[config.mk]
export PLATFORM = sky130hd
export DESIGN_NAME = shift595_tx
export DESIGN_NICKNAME = d
export VERILOG_FILES = /design/src/rtl/shift595_pkg.sv /design/src/rtl/shift595_tx.sv
export SDC_FILE = /design/constraint.sdc
export NUM_CORES = 1
export LEC_CHECK = 0
export ABC_AREA = 0
export ABC_CLOCK_PERIOD_IN_PS = 2900
export CAP_MARGIN = 20
export CELL_PAD_IN_SITES_DETAIL_PLACEMENT = 0
export CELL_PAD_IN_SITES_GLOBAL_PLACEMENT = 2
export CORE_AREA = 2 2 69 71
export DETAILED_ROUTE_END_ITERATION = 10
export DIE_AREA = 0 0 71 73
export HOLD_SLACK_MARGIN = 0.02
export PLACE_DENSITY_LB_ADDON = 0.08
export SYNTH_ARGS = -nofsm -noshare
export SYNTH_HDL_FRONTEND = slang
export SYNTH_SLANG_ARGS = --single-unit
[constraint.sdc]
create_clock -name clk -period 2.9 [get_ports clk]
set_input_delay 0.58 -clock clk [delete_from_list [all_inputs] [get_ports clk]]
set_output_delay 0.58 -clock clk [all_outputs]
set_load 0.01 [all_outputs]
[src/rtl/shift595_pkg.sv]
// Shared definitions for the 74HC595 serial transmitter.
// Holds the FSM state encodings and the default frame geometry.
// The display top level uses these defaults.
package shift595_pkg;

  // Encodings are fixed so that the state can be probed on a debug header.
  typedef enum logic [1:0] {
    ST_IDLE  = 2'd0,
    ST_SETUP = 2'd1,
    ST_HIGH  = 2'd2,
    ST_LATCH = 2'd3
  } state_e;

  // Two cascaded '595 devices at sys_clk/8 shift rate.
  localparam int DEF_DATA_W    = 16;
  localparam int DEF_CLK_DIV   = 4;
  localparam bit DEF_MSB_FIRST = 1'b1;

endpackage

[src/rtl/shift595_tx.sv]
// Purpose: shifts one parallel word out on ser_out/srclk to a '595 chain, then pulses rclk to latch it.
// Latency: frame busy for 2*CLK_DIV*DATA_W+CLK_DIV cycles after accept; done and tx_ready rise in the next cycle.
// Backpressure: tx_ready high only when idle; tx_valid while busy is ignored (no buffering).
//
// Ports:
//   clk       system clock, all logic on posedge
//   rst_n     asynchronous active-low reset
//   tx_data   word to transmit, sampled only on the accept edge
//   tx_valid  tx_data valid
//   tx_ready  idle, a word can be accepted
//   done      1-cycle pulse once the frame has been shifted and latched
//   ser_out   serial data to '595 SER
//   srclk     shift clock to '595 SRCLK
//   rclk      latch clock to '595 RCLK
module shift595_tx
  import shift595_pkg::*;
#(
  parameter int DATA_W    = DEF_DATA_W,
  parameter int CLK_DIV   = DEF_CLK_DIV,
  parameter bit MSB_FIRST = DEF_MSB_FIRST
) (
  input  logic              clk,
  input  logic              rst_n,
  input  logic [DATA_W-1:0] tx_data,
  input  logic              tx_valid,
  output logic              tx_ready,
  output logic              done,
  output logic              ser_out,
  output logic              srclk,
  output logic              rclk
);

  localparam int DIV_W = $clog2(CLK_DIV + 1);
  localparam int BIT_W = $clog2(DATA_W + 1);
  localparam logic [DIV_W-1:0] DIV_LAST = DIV_W'(CLK_DIV - 1);
  localparam logic [BIT_W-1:0] BIT_LOAD = BIT_W'(DATA_W);
  localparam logic [BIT_W-1:0] BIT_ONE  = BIT_W'(1);

  state_e            state_q, state_d;
  logic [DIV_W-1:0]  div_cnt_q, div_cnt_d;
  logic [BIT_W-1:0]  bit_cnt_q, bit_cnt_d;
  logic [DATA_W-1:0] shreg_q, shreg_d;
  logic              tx_ready_q, tx_ready_d;
  logic              done_q, done_d;
  logic              ser_q, ser_d;
  logic              srclk_q, srclk_d;
  logic              rclk_q, rclk_d;
  logic              accept;
  logic              phase_end;
  logic              cur_bit;

  assign accept    = tx_valid && tx_ready_q;
  assign phase_end = (div_cnt_q == DIV_LAST);

  // State and registered pin drivers.
  always_ff @(posedge clk or negedge rst_n) begin
    if (!rst_n) begin
      state_q    <= ST_IDLE;
      div_cnt_q  <= '0;
      bit_cnt_q  <= '0;
      shreg_q    <= '0;
      tx_ready_q <= 1'b1;
      done_q     <= 1'b0;
      ser_q      <= 1'b0;
      srclk_q    <= 1'b0;
      rclk_q     <= 1'b0;
    end else begin
      state_q    <= state_d;
      div_cnt_q  <= div_cnt_d;
      bit_cnt_q  <= bit_cnt_d;
      shreg_q    <= shreg_d;
      tx_ready_q <= tx_ready_d;
      done_q     <= done_d;
      ser_q      <= ser_d;
      srclk_q    <= srclk_d;
      rclk_q     <= rclk_d;
    end
  end

  // Next-state logic: every non-idle phase lasts exactly CLK_DIV cycles.
  always_comb begin
    state_d = state_q;
    case (state_q)
      ST_IDLE:  if (accept)    state_d = ST_SETUP;
      ST_SETUP: if (phase_end) state_d = ST_HIGH;
      ST_HIGH:  if (phase_end) state_d = (bit_cnt_q == BIT_ONE) ? ST_LATCH : ST_SETUP;
      ST_LATCH: if (phase_end) state_d = ST_IDLE;
      default:                 state_d = ST_IDLE;
    endcase
  end

  // Divider, bit counter and shift register.
  always_comb begin
    div_cnt_d = div_cnt_q + DIV_W'(1);
    if (state_d != state_q || state_q == ST_IDLE) begin
      div_cnt_d = '0;
    end

    bit_cnt_d = bit_cnt_q;
    shreg_d   = shreg_q;
    if (accept) begin
      bit_cnt_d = BIT_LOAD;
      shreg_d   = tx_data;
    end else if (state_q == ST_HIGH && phase_end) begin
      // Advance after the srclk high phase so ser_out is stable across the rising edge.
      bit_cnt_d = bit_cnt_q - BIT_ONE;
      shreg_d   = MSB_FIRST ? (shreg_q << 1) : (shreg_q >> 1);
    end
  end

  // Outputs are decoded from the next state so the pins move on the same edge as the FSM.
  always_comb begin
    cur_bit    = MSB_FIRST ? shreg_d[DATA_W-1] : shreg_d[0];
    tx_ready_d = (state_d == ST_IDLE);
    done_d     = (state_q == ST_LATCH) && (state_d == ST_IDLE);
    srclk_d    = (state_d == ST_HIGH);
    rclk_d     = (state_d == ST_LATCH);
    ser_d      = 1'b0;
    if (state_d == ST_SETUP || state_d == ST_HIGH) begin
      ser_d = cur_bit;
    end
  end

  assign tx_ready = tx_ready_q;
  assign done     = done_q;
  assign ser_out  = ser_q;
  assign srclk    = srclk_q;
  assign rclk     = rclk_q;

endmodule

==> results of run 1 <==
-- worst paths after layout --
kind,startpoint,to,depth (start not counted)
min in group asynchronous,rst_n,shreg_q[4],2
worst min register to register,div_cnt_q[0],div_cnt_q[0],1
max in group asynchronous,rst_n,tx_ready,2
worst max register to register,div_cnt_q[0],bit_cnt_q[4],5
worst max-delay path,div_cnt_q[0],bit_cnt_q[4],5
worst min-delay path,div_cnt_q[0],div_cnt_q[0],1
-- per-stage QoR --
stage	total power [W]	cell area (µm²)
2_1_floorplan	0.00117	1490
3_3_place_gp	0.00133	1740
6_report	0.00172	1840
5_1_grt	0.00187	1840
3_5_place_dp	0.00136	1740
4_1_cts	0.00175	1840
-- final cells by class --
type	instances	share of cell area, %
flip-flops and latches	31	42.2
multi-input cells	107	33.9
repair buffers	26	13.7
clock buffers	8	5.44
well taps	54	3.67
inverters	5	1.02
-- sequential cells by signal, indices dropped and copies added, names as in the netlist --
register and flops:
done 1, srclk 1, div_cnt_q 3, ser_out 1, state_q 2, tx_ready 1, bit_cnt_q 5, rclk 1
shreg_q 16
-- layout by cell type (no fill, tap or decap), types with 2 or more instances in the layout --
cell type and n:
a21oi_1 29, buf_4 3, clkbuf_8 7, clkdlybuf4s50_1 23, dfrtp_1 30, ha_1 8, inv_1 5, nand2_1 22
nand2b_1 2, nor2_1 21, nor4b_1 2, o21a_1 2, o21ai_0 4
-- power breakdown --
| group | switching (W) | leakage, nW | internal (W) | total (W) |
|---|---|---|---|---|
| logic | 0.000292 | 0.423 | 0.000281 | 0.000573 |
| clock network | 0.000154 | 0.0515 | 0.000216 | 0.000370 |
| registers | 0.000141 | 0.364 | 0.000634 | 0.000774 |
| total | 0.000587 | 0.839 | 0.00113 | 0.00172 |
-- kinds of logic after synthesis --
group                    count (synthesis)  share of synthesized area (%)
XOR/XNOR                                 1                          0.589
AND/OR/NAND/NOR                         57                           19.0
adder cells (fa/ha/maj)                  8                           6.73
buffers and inverters                   14                           5.72
flip-flops                              31                           52.3
multiplexers                             1                          0.673
AO/OA/AOI/OAI                           40                           15.0
-- worst max-delay path: stages, from the launching register on --
cell     delay (ns)
dfrtp_1        0.35
ha_1           0.18
ha_1           0.28
and3b_1        0.67
a31oi_1        0.19
o21ai_0        0.18
-- layer usage --
layer  track usage (%)  up-vias  part of all wire, %
met5                 0        -                    0
met4              4.40        0                 0.92
met3              4.56        4                  3.6
met2              22.4       13                   50
met1              16.3      536                   45
li1                  -      557                    -
==> results.sh, run 1 <==
export IMPL_clock_skew_ns=0.00645
export IMPL_cts_root_buf="clkbuf_8"
export IMPL_finalHoldViolCount=0
export IMPL_gp_congestion=0.759
export IMPL_grt_pass1_vias=1161
export IMPL_synth_enable_flop_cells=0
export IMPL_portBuffers=23
export IMPL_synth_area_um2=1490
export IMPL_seqCellArea_um2=777
export IMPL_yosysSeqAreaShare_pct=52.3
export IMPL_layout_worst_path_cycle_share_pct=66.4
export IMPL_final_nets=203
export IMPL_ys_top_cells_by_area="dfrtp_1 (51%), a21oi_1 (9.8%), ha_1 (6.7%), nand2_1 (5.6%), nor2_1 (5.3%)"
export IMPL_postCtsHoldBufs=0
export IMPL_ios=24
export IMPL_initial_core_util_pct=32.8
export IMPL_irDropWorstVdd_v=0.000404
export IMPL_coreArea_um2=4540
export IMPL_gr_total_overflow=0
export IMPL_post_dp_hpwl_mm=2.10
export IMPL_postRouteAntennaNets=0
export IMPL_synth_top_cell_area_share_pct=50.5
export IMPL_grt_max_degree=32
export IMPL_synthArstFlopShare_pct=100
export IMPL_fin_util_pct=40.6
export IMPL_slew_headroom_pct=51.8
export IMPL_synthDistinctLibCells=32
export IMPL_row_count=25
export IMPL_crit_required_ns=3.10
export IMPL_antenna_found_initial=0
export IMPL_synth_largest_area_cell="dfrtp_1"
export IMPL_drc=0
export IMPL_cts_clk_slew_worst_paths_ns=0.07
export IMPL_syn_inst=152
export IMPL_vias_per_cell=4.81
export IMPL_syn_nets=179
export IMPL_antenna_cells=0
export IMPL_slew_violations=0
export IMPL_grt_pass1_wl_mm=5.35
export IMPL_cts_sinks=31
export IMPL_cp_end_kind="register"
export IMPL_critical_path_startpoint_type="register"
export IMPL_vias=1110
export IMPL_critPathArrivalTime_ns=2.13
export IMPL_die_area_um2=5180
export IMPL_hp_class="register to register"
export IMPL_wirelength_mm=3.16
export IMPL_cts_buffers_inserted=5
export IMPL_setup_ws_ns=0.974
export IMPL_cts_tree="built"
export IMPL_multi_input_area_um2=624
export IMPL_fmax_mhz=519
export IMPL_die_x_um=71
export IMPL_rsz0062_at_grt="false"
export IMPL_fillers=471
export IMPL_yosysMostFrequentCell="dfrtp_1"
export IMPL_synth_seq_cells=31
export IMPL_power_leakage_nw=0.839
export IMPL_crit_fanout=18
export IMPL_dp_cells=223
export IMPL_ys_warn_count=0
export IMPL_finalSetupTns_ns=0
export IMPL_htree_levels=2
export IMPL_drt_initial_drc_count=42
export IMPL_dr_pass1_iters=4
export IMPL_track_usage_pct=13.4
export IMPL_ys_flop_type="dfrtp_1"
export IMPL_worst_pin_slew_ns=0.724
export IMPL_powerDensity_nw_per_um2=934
export IMPL_cap_violations=0
export IMPL_finalSetupViolations=0
export IMPL_rrSetupSlack_ns=0.97
export IMPL_areaGrowthSynthToFinish_pct=23.8
export IMPL_drt_wirelength_per_cell_um=13.7
export IMPL_yosys_top_cells_count="dfrtp_1 (30), a21oi_1 (29), nand2_1 (22), nor2_1 (21), ha_1 (8)"
export IMPL_final_cells=231
export IMPL_period_needed_ns=1.93
export IMPL_pre_cts_ws_ns=0.853
export IMPL_critPathKind="register to register"
export IMPL_hold_slack_ns=0.445
export IMPL_layout_drive_gt1_share_pct=8.47
export IMPL_outcome="finished, final reports clean"
export IMPL_clkLatencyLatePin_ns=0.28
export IMPL_syn_area_per_cell_um2=9.78
export IMPL_cts_resized_gates=0
export IMPL_die_height_um=73
export IMPL_cts_buffer_depth=2
export IMPL_post_cts_buffers=0
No activity file was read; power rests on OpenSTA's default activity.
==> run 2: changes to the inputs <==
--- a/config.mk
+++ b/config.mk
@@ -6,13 +6,13 @@
 export NUM_CORES = 1
 export LEC_CHECK = 0
 export ABC_AREA = 0
-export ABC_CLOCK_PERIOD_IN_PS = 2900
+export ABC_CLOCK_PERIOD_IN_PS = 1600
 export CAP_MARGIN = 20
 export CELL_PAD_IN_SITES_DETAIL_PLACEMENT = 0
 export CELL_PAD_IN_SITES_GLOBAL_PLACEMENT = 2
-export CORE_AREA = 2 2 69 71
+export CORE_AREA = 2 2 75 77
 export DETAILED_ROUTE_END_ITERATION = 10
-export DIE_AREA = 0 0 71 73
+export DIE_AREA = 0 0 77 79
 export HOLD_SLACK_MARGIN = 0.02
 export PLACE_DENSITY_LB_ADDON = 0.08
 export SYNTH_ARGS = -nofsm -noshare
==> constraint.sdc (replaced) <==
create_clock -name clk -period 1.6 [get_ports clk]
set_input_delay 0.32 -clock clk [delete_from_list [all_inputs] [get_ports clk]]
set_output_delay 0.32 -clock clk [all_outputs]
set_load 0.01 [all_outputs]
==> results.sh, run 2 (synthesis gave the netlist of run 1 again) <==
export IMPL_clkLatencyLatePin_ns=0.27
export IMPL_cap_violations=0
export IMPL_powerDensity_nw_per_um2=1610
export IMPL_grt_max_degree=32
export IMPL_drt_wirelength_per_cell_um=12.8
export IMPL_vias=1191
export IMPL_irDropWorstVdd_v=0.000555
export IMPL_largestRegisters="shreg_q: 16 flops, bit_cnt_q: 5 flops, div_cnt_q: 3 flops"
export IMPL_dr_pass1_iters=4
export IMPL_power_w=0.00347
export IMPL_portBuffers=23
export IMPL_cts_buffer_depth=2
export IMPL_wl_met3_um=88
export IMPL_track_usage_pct=12.1
export IMPL_areaGrowthSynthToFinish_pct=45.2
export IMPL_finalSetupTns_ns=-0.114
export IMPL_die_x_um=77
export IMPL_drt_initial_drc_count=42
export IMPL_critical_path_startpoint_type="register"
export IMPL_outcome="finished, violations left"
export IMPL_fillers=564
export IMPL_dp_cells=254
export IMPL_slew_headroom_pct=74.0
export IMPL_final_cells=266
export IMPL_dr_wl_met2_mm=1.74
export IMPL_cts_buffers_inserted=5
export IMPL_largest_reg_flops=16
export IMPL_grt_pass1_wl_mm=5.71
export IMPL_critPathKind="register to register"
export IMPL_final_nets=220
export IMPL_violations="negative setup slack"
export IMPL_rsz0062_at_grt="true"
export IMPL_setup_ws_ns=-0.0436
export IMPL_cts_clk_slew_worst_paths_ns=0.07
export IMPL_antenna_found_initial=0
export IMPL_mostFrequentLayoutCell="dfrtp_1"
export IMPL_cts_sinks=31
export IMPL_finalHoldViolCount=0
export IMPL_crit_fanout=3
export IMPL_post_dp_hpwl_mm=2.27
export IMPL_top_layer="met4"
export IMPL_postCtsHoldBufs=0
export IMPL_wirelength_mm=3.40
export IMPL_cts_root_buf="clkbuf_8"
export IMPL_hp_class="primary input to asynchronous set/reset pin"
export IMPL_htree_levels=2
export IMPL_coreArea_um2=5340
export IMPL_finalSetupViolations=4
export IMPL_row_count=27
export IMPL_ios=24
export IMPL_die_height_um=79
export IMPL_mostFrequentLayoutCells="dfrtp_1 (30), clkdlybuf4s50_1 (22), nand2_1 (21), nor2_1 (21), buf_4 (15)"
export IMPL_antenna_cells=0
export IMPL_slew_violations=0
export IMPL_layout_drive_gt1_share_pct=28.9
export IMPL_postRouteAntennaNets=0
export IMPL_clock_skew_ns=0.00691
export IMPL_layout_worst_path_cycle_share_pct=103
export IMPL_cts_tree="built"
export IMPL_cp_end_kind="register"
export IMPL_grt_pass1_vias=1206
export IMPL_drc=0
export IMPL_vias_per_cell=4.48
export IMPL_largest_register="shreg_q"
export IMPL_power_leakage_nw=0.949
export IMPL_gr_total_overflow=0
export IMPL_drt_met1_wl_mm=1.54
export IMPL_gp_congestion=0.777
export IMPL_fmax_mhz=608
export IMPL_critPathArrivalTime_ns=1.79
export IMPL_crit_required_ns=1.75
export IMPL_initial_core_util_pct=27.8
export IMPL_die_area_um2=6080
export IMPL_worst_pin_slew_ns=0.386
export IMPL_period_needed_ns=1.64
==> run 2: metrics by stage <==
stage / hold slack, ns / cell area, µm² / setup slack [ns] / utilization (%)
2_1_floorplan: 0.0244 / 1510 / 0.0275 / -
3_3_place_gp: 0.427 / 1910 / -0.109 / 35.8
3_5_place_dp: 0.452 / 1910 / -0.158 / 35.8
4_1_cts: 0.405 / 2040 / -0.0465 / 38.2
5_1_grt: 0.450 / 2160 / -0.150 / 40.4
6_report: 0.410 / 2160 / -0.0436 / 40.4
==> run 2: worst max-delay path: stages (launching register included) <==
cell and delay, ns:
dfrtp_1 0.41, ha_4 0.19, ha_4 0.16, nand2_2 0.08
o211ai_1 0.12, o21a_1 0.15, ha_1 0.26, nor3b_2 0.15
==> run 2: final timing paths <==
kind / start / to / slack [ns] / cells past startpoint
setup / recovery: div_cnt_q[0] / ser_out / -0.04 / 7
hold / removal: rst_n / shreg_q[3] / 0.41 / 2
setup reg to reg: div_cnt_q[0] / ser_out / -0.04 / 7
hold reg to reg: div_cnt_q[0] / div_cnt_q[0] / 0.51 / 1
max in group asynchronous: rst_n / tx_ready / 0.95 / 2
min in group clk: div_cnt_q[0] / div_cnt_q[0] / 0.51 / 1
==> run 2: area by class of cell <==
type | count | area, µm² | area share [%]
flip-flops and latches | 31 | 777 | 36.0
multi-input cells | 107 | 773 | 35.8
repair buffers | 43 | 419 | 19.4
well taps | 72 | 90.1 | 4.17
clock buffers | 8 | 80.1 | 3.71
inverters | 5 | 18.8 | 0.870
==> run 2: repair_timing <==
| action | in CTS | in global routing |
|---|---|---|
| endpoints found under the setup margin | 16 | 20 |
| cloned | 0 | 1 |
| gates resized for setup | 8 | 25 |
| pin swaps | 2 | 22 |
| setup buffers | 1 | 2 |
==> run 2: power breakdown <==
part | total (W) | switching (W) | internal, W
combinational | 0.00148 | 0.000695 | 0.000782
sequential | 0.00142 | 0.000273 | 0.00115
clock | 0.000569 | 0.000261 | 0.000308
total | 0.00347 | 0.00123 | 0.00224
==> run 2: layer usage <==
metal	track usage (%)	vias to the layer above
li1	-	591
met1	14.0	588
met2	21.5	10
met3	2.73	2
met4	5.36	0
met5	0	-
==> run 3: changes to the inputs <==
--- a/config.mk
+++ b/config.mk
@@ -8,7 +8,7 @@
 export ABC_AREA = 0
 export ABC_CLOCK_PERIOD_IN_PS = 1600
 export CAP_MARGIN = 20
-export CELL_PAD_IN_SITES_DETAIL_PLACEMENT = 0
+export CELL_PAD_IN_SITES_DETAIL_PLACEMENT = 1
 export CELL_PAD_IN_SITES_GLOBAL_PLACEMENT = 2
 export CORE_AREA = 2 2 75 77
 export DETAILED_ROUTE_END_ITERATION = 10
==> results.sh, run 3 (synthesis gave the netlist of run 1 again) <==
export IMPL_period_needed_ns=1.64
export IMPL_largestRegisters="shreg_q: 16 flops, bit_cnt_q: 5 flops, div_cnt_q: 3 flops"
export IMPL_dr_pass1_iters=3
export IMPL_cts_tree="built"
export IMPL_coreArea_um2=5340
export IMPL_portBuffers=23
export IMPL_ios=24
export IMPL_dp_cells=254
export IMPL_cts_buffer_depth=2
export IMPL_clock_skew_ns=0.00411
export IMPL_outcome="finished, violations left"
export IMPL_grt_pass1_wl_mm=6.64
export IMPL_violations="negative setup slack"
export IMPL_htree_levels=2
export IMPL_final_nets=222
export IMPL_drt_initial_drc_count=29
export IMPL_initial_core_util_pct=27.8
export IMPL_layout_worst_path_cycle_share_pct=102
export IMPL_reg2reg_to="ser_out"
export IMPL_finalSetupTns_ns=-0.0797
export IMPL_gr_total_overflow=0
export IMPL_cts_sinks=31
export IMPL_finalSetupViolations=3
export IMPL_cts_root_buf="clkbuf_8"
export IMPL_use_met1_pct=15.0
export IMPL_postRouteAntennaNets=0
export IMPL_mostFrequentLayoutCell="dfrtp_1"
export IMPL_hp_class="primary input to asynchronous set/reset pin"
export IMPL_grt_pass1_vias=1417
export IMPL_grt_max_degree=32
export IMPL_clkLatencyLatePin_ns=0.28
export IMPL_finalHoldViolCount=0
export IMPL_reg2regPathDepth=7
export IMPL_postCtsHoldBufs=0
export IMPL_drc=0
export IMPL_fmax_mhz=611
export IMPL_areaGrowthSynthToFinish_pct=51.3
export IMPL_antenna_cells=0
export IMPL_die_x_um=77
export IMPL_largest_register="shreg_q"
export IMPL_crit_fanout=2
export IMPL_irDropWorstVdd_v=0.000645
export IMPL_met3_usage_pct=3.86
export IMPL_post_dp_hpwl_mm=2.56
export IMPL_cp_end_kind="register"
export IMPL_layout_drive_gt1_share_pct=33.7
export IMPL_met2_usage_pct=26.6
export IMPL_track_usage_pct=14.1
export IMPL_antenna_found_initial=0
export IMPL_powerDensity_nw_per_um2=1660
export IMPL_vias=1232
export IMPL_drt_wirelength_per_cell_um=14.3
export IMPL_cts_buffers_inserted=5
export IMPL_gp_congestion=0.777
export IMPL_rsz0062_at_grt="true"
export IMPL_cap_violations=0
export IMPL_setup_ws_ns=-0.0375
export IMPL_crit_required_ns=1.76
export IMPL_critPathArrivalTime_ns=1.80
export IMPL_reg2reg_from="bit_cnt_q[1]"
export IMPL_slew_headroom_pct=74.8
export IMPL_worst_pin_slew_ns=0.374
export IMPL_top_usage_layer="met2"
export IMPL_largest_reg_flops=16
export IMPL_rrSetupSlack_ns=-0.04
export IMPL_wirelength_mm=3.84
export IMPL_final_cells=268
export IMPL_mostFrequentLayoutCells="dfrtp_1 (30), clkdlybuf4s50_1 (22), nand2_1 (21), nor2_1 (21)"
export IMPL_fillers=625
export IMPL_die_height_um=79
export IMPL_die_area_um2=6080
export IMPL_slew_violations=0
export IMPL_power_leakage_nw=0.992
export IMPL_critical_path_startpoint_type="register"
export IMPL_vias_per_cell=4.60
export IMPL_row_count=27
export IMPL_cts_clk_slew_worst_paths_ns=0.06
export IMPL_hold_slack_ns=0.403
export IMPL_critPathKind="register to register"
## run 3: what timing repair did
action	4_1_cts	5_1_grt
gates cloned	1	0
gates resized for setup	23	21
setup endpoints to repair	20	20
pin swaps	4	34
buffers inserted	2	3
## run 3: layout make-up
type,instances,area [µm²],area share [%]
inverters,5,18.8,0.834
flip-flops and latches,31,777,34.5
well taps,72,90.1,4.00
clock buffers,8,100,4.45
multi-input cells,107,822,36.5
repair buffers,45,442,19.6
## run 3: power by group
group / switching, W / internal, W
Sequential: 0.000296 / 0.00115
Combinational: 0.000762 / 0.000846
Clock: 0.000283 / 0.000392
Total: 0.00134 / 0.00239
## run 3: per-layer routing
metal,wire [µm],up-vias
met3,118,7
met5,0,-
met4,64,0
li1,-,597
met2,2140,13
met1,1520,615
## run 3: worst max-delay path, stage by stage (launching register included)
cell and delay, ns:
dfrtp_1 0.39, inv_2 0.08, ha_4 0.12, nor4b_4 0.21, o211ai_1 0.16, o21a_1 0.15
ha_1 0.26, nor3b_2 0.15
## run 3: worst max path at each step
stage | start | end | slack (ns)
6_report | bit_cnt_q[1] | ser_out | -0.04
5_1_grt | bit_cnt_q[1] | ser_out | -0.14
4_1_cts | bit_cnt_q[1] | ser_out | -0.06
3_5_place_dp | tx_valid | ser_out | -0.15
3_3_place_gp | tx_valid | ser_out | -0.11
2_1_floorplan | div_cnt_q[0] | ser_out | 0.03
## run 3: metrics by stage
stage                     worst slack, ns  total power, W  cell area (µm²)  utilization (%)
after floorplan                    0.0275         0.00217             1510                -
after global placement             -0.109         0.00266             1910             35.8
after detailed placement           -0.147         0.00275             1910             35.8
after CTS                         -0.0626         0.00361             2120             39.7
after global routing               -0.140         0.00406             2250             42.1
final                             -0.0375         0.00373             2250             42.1
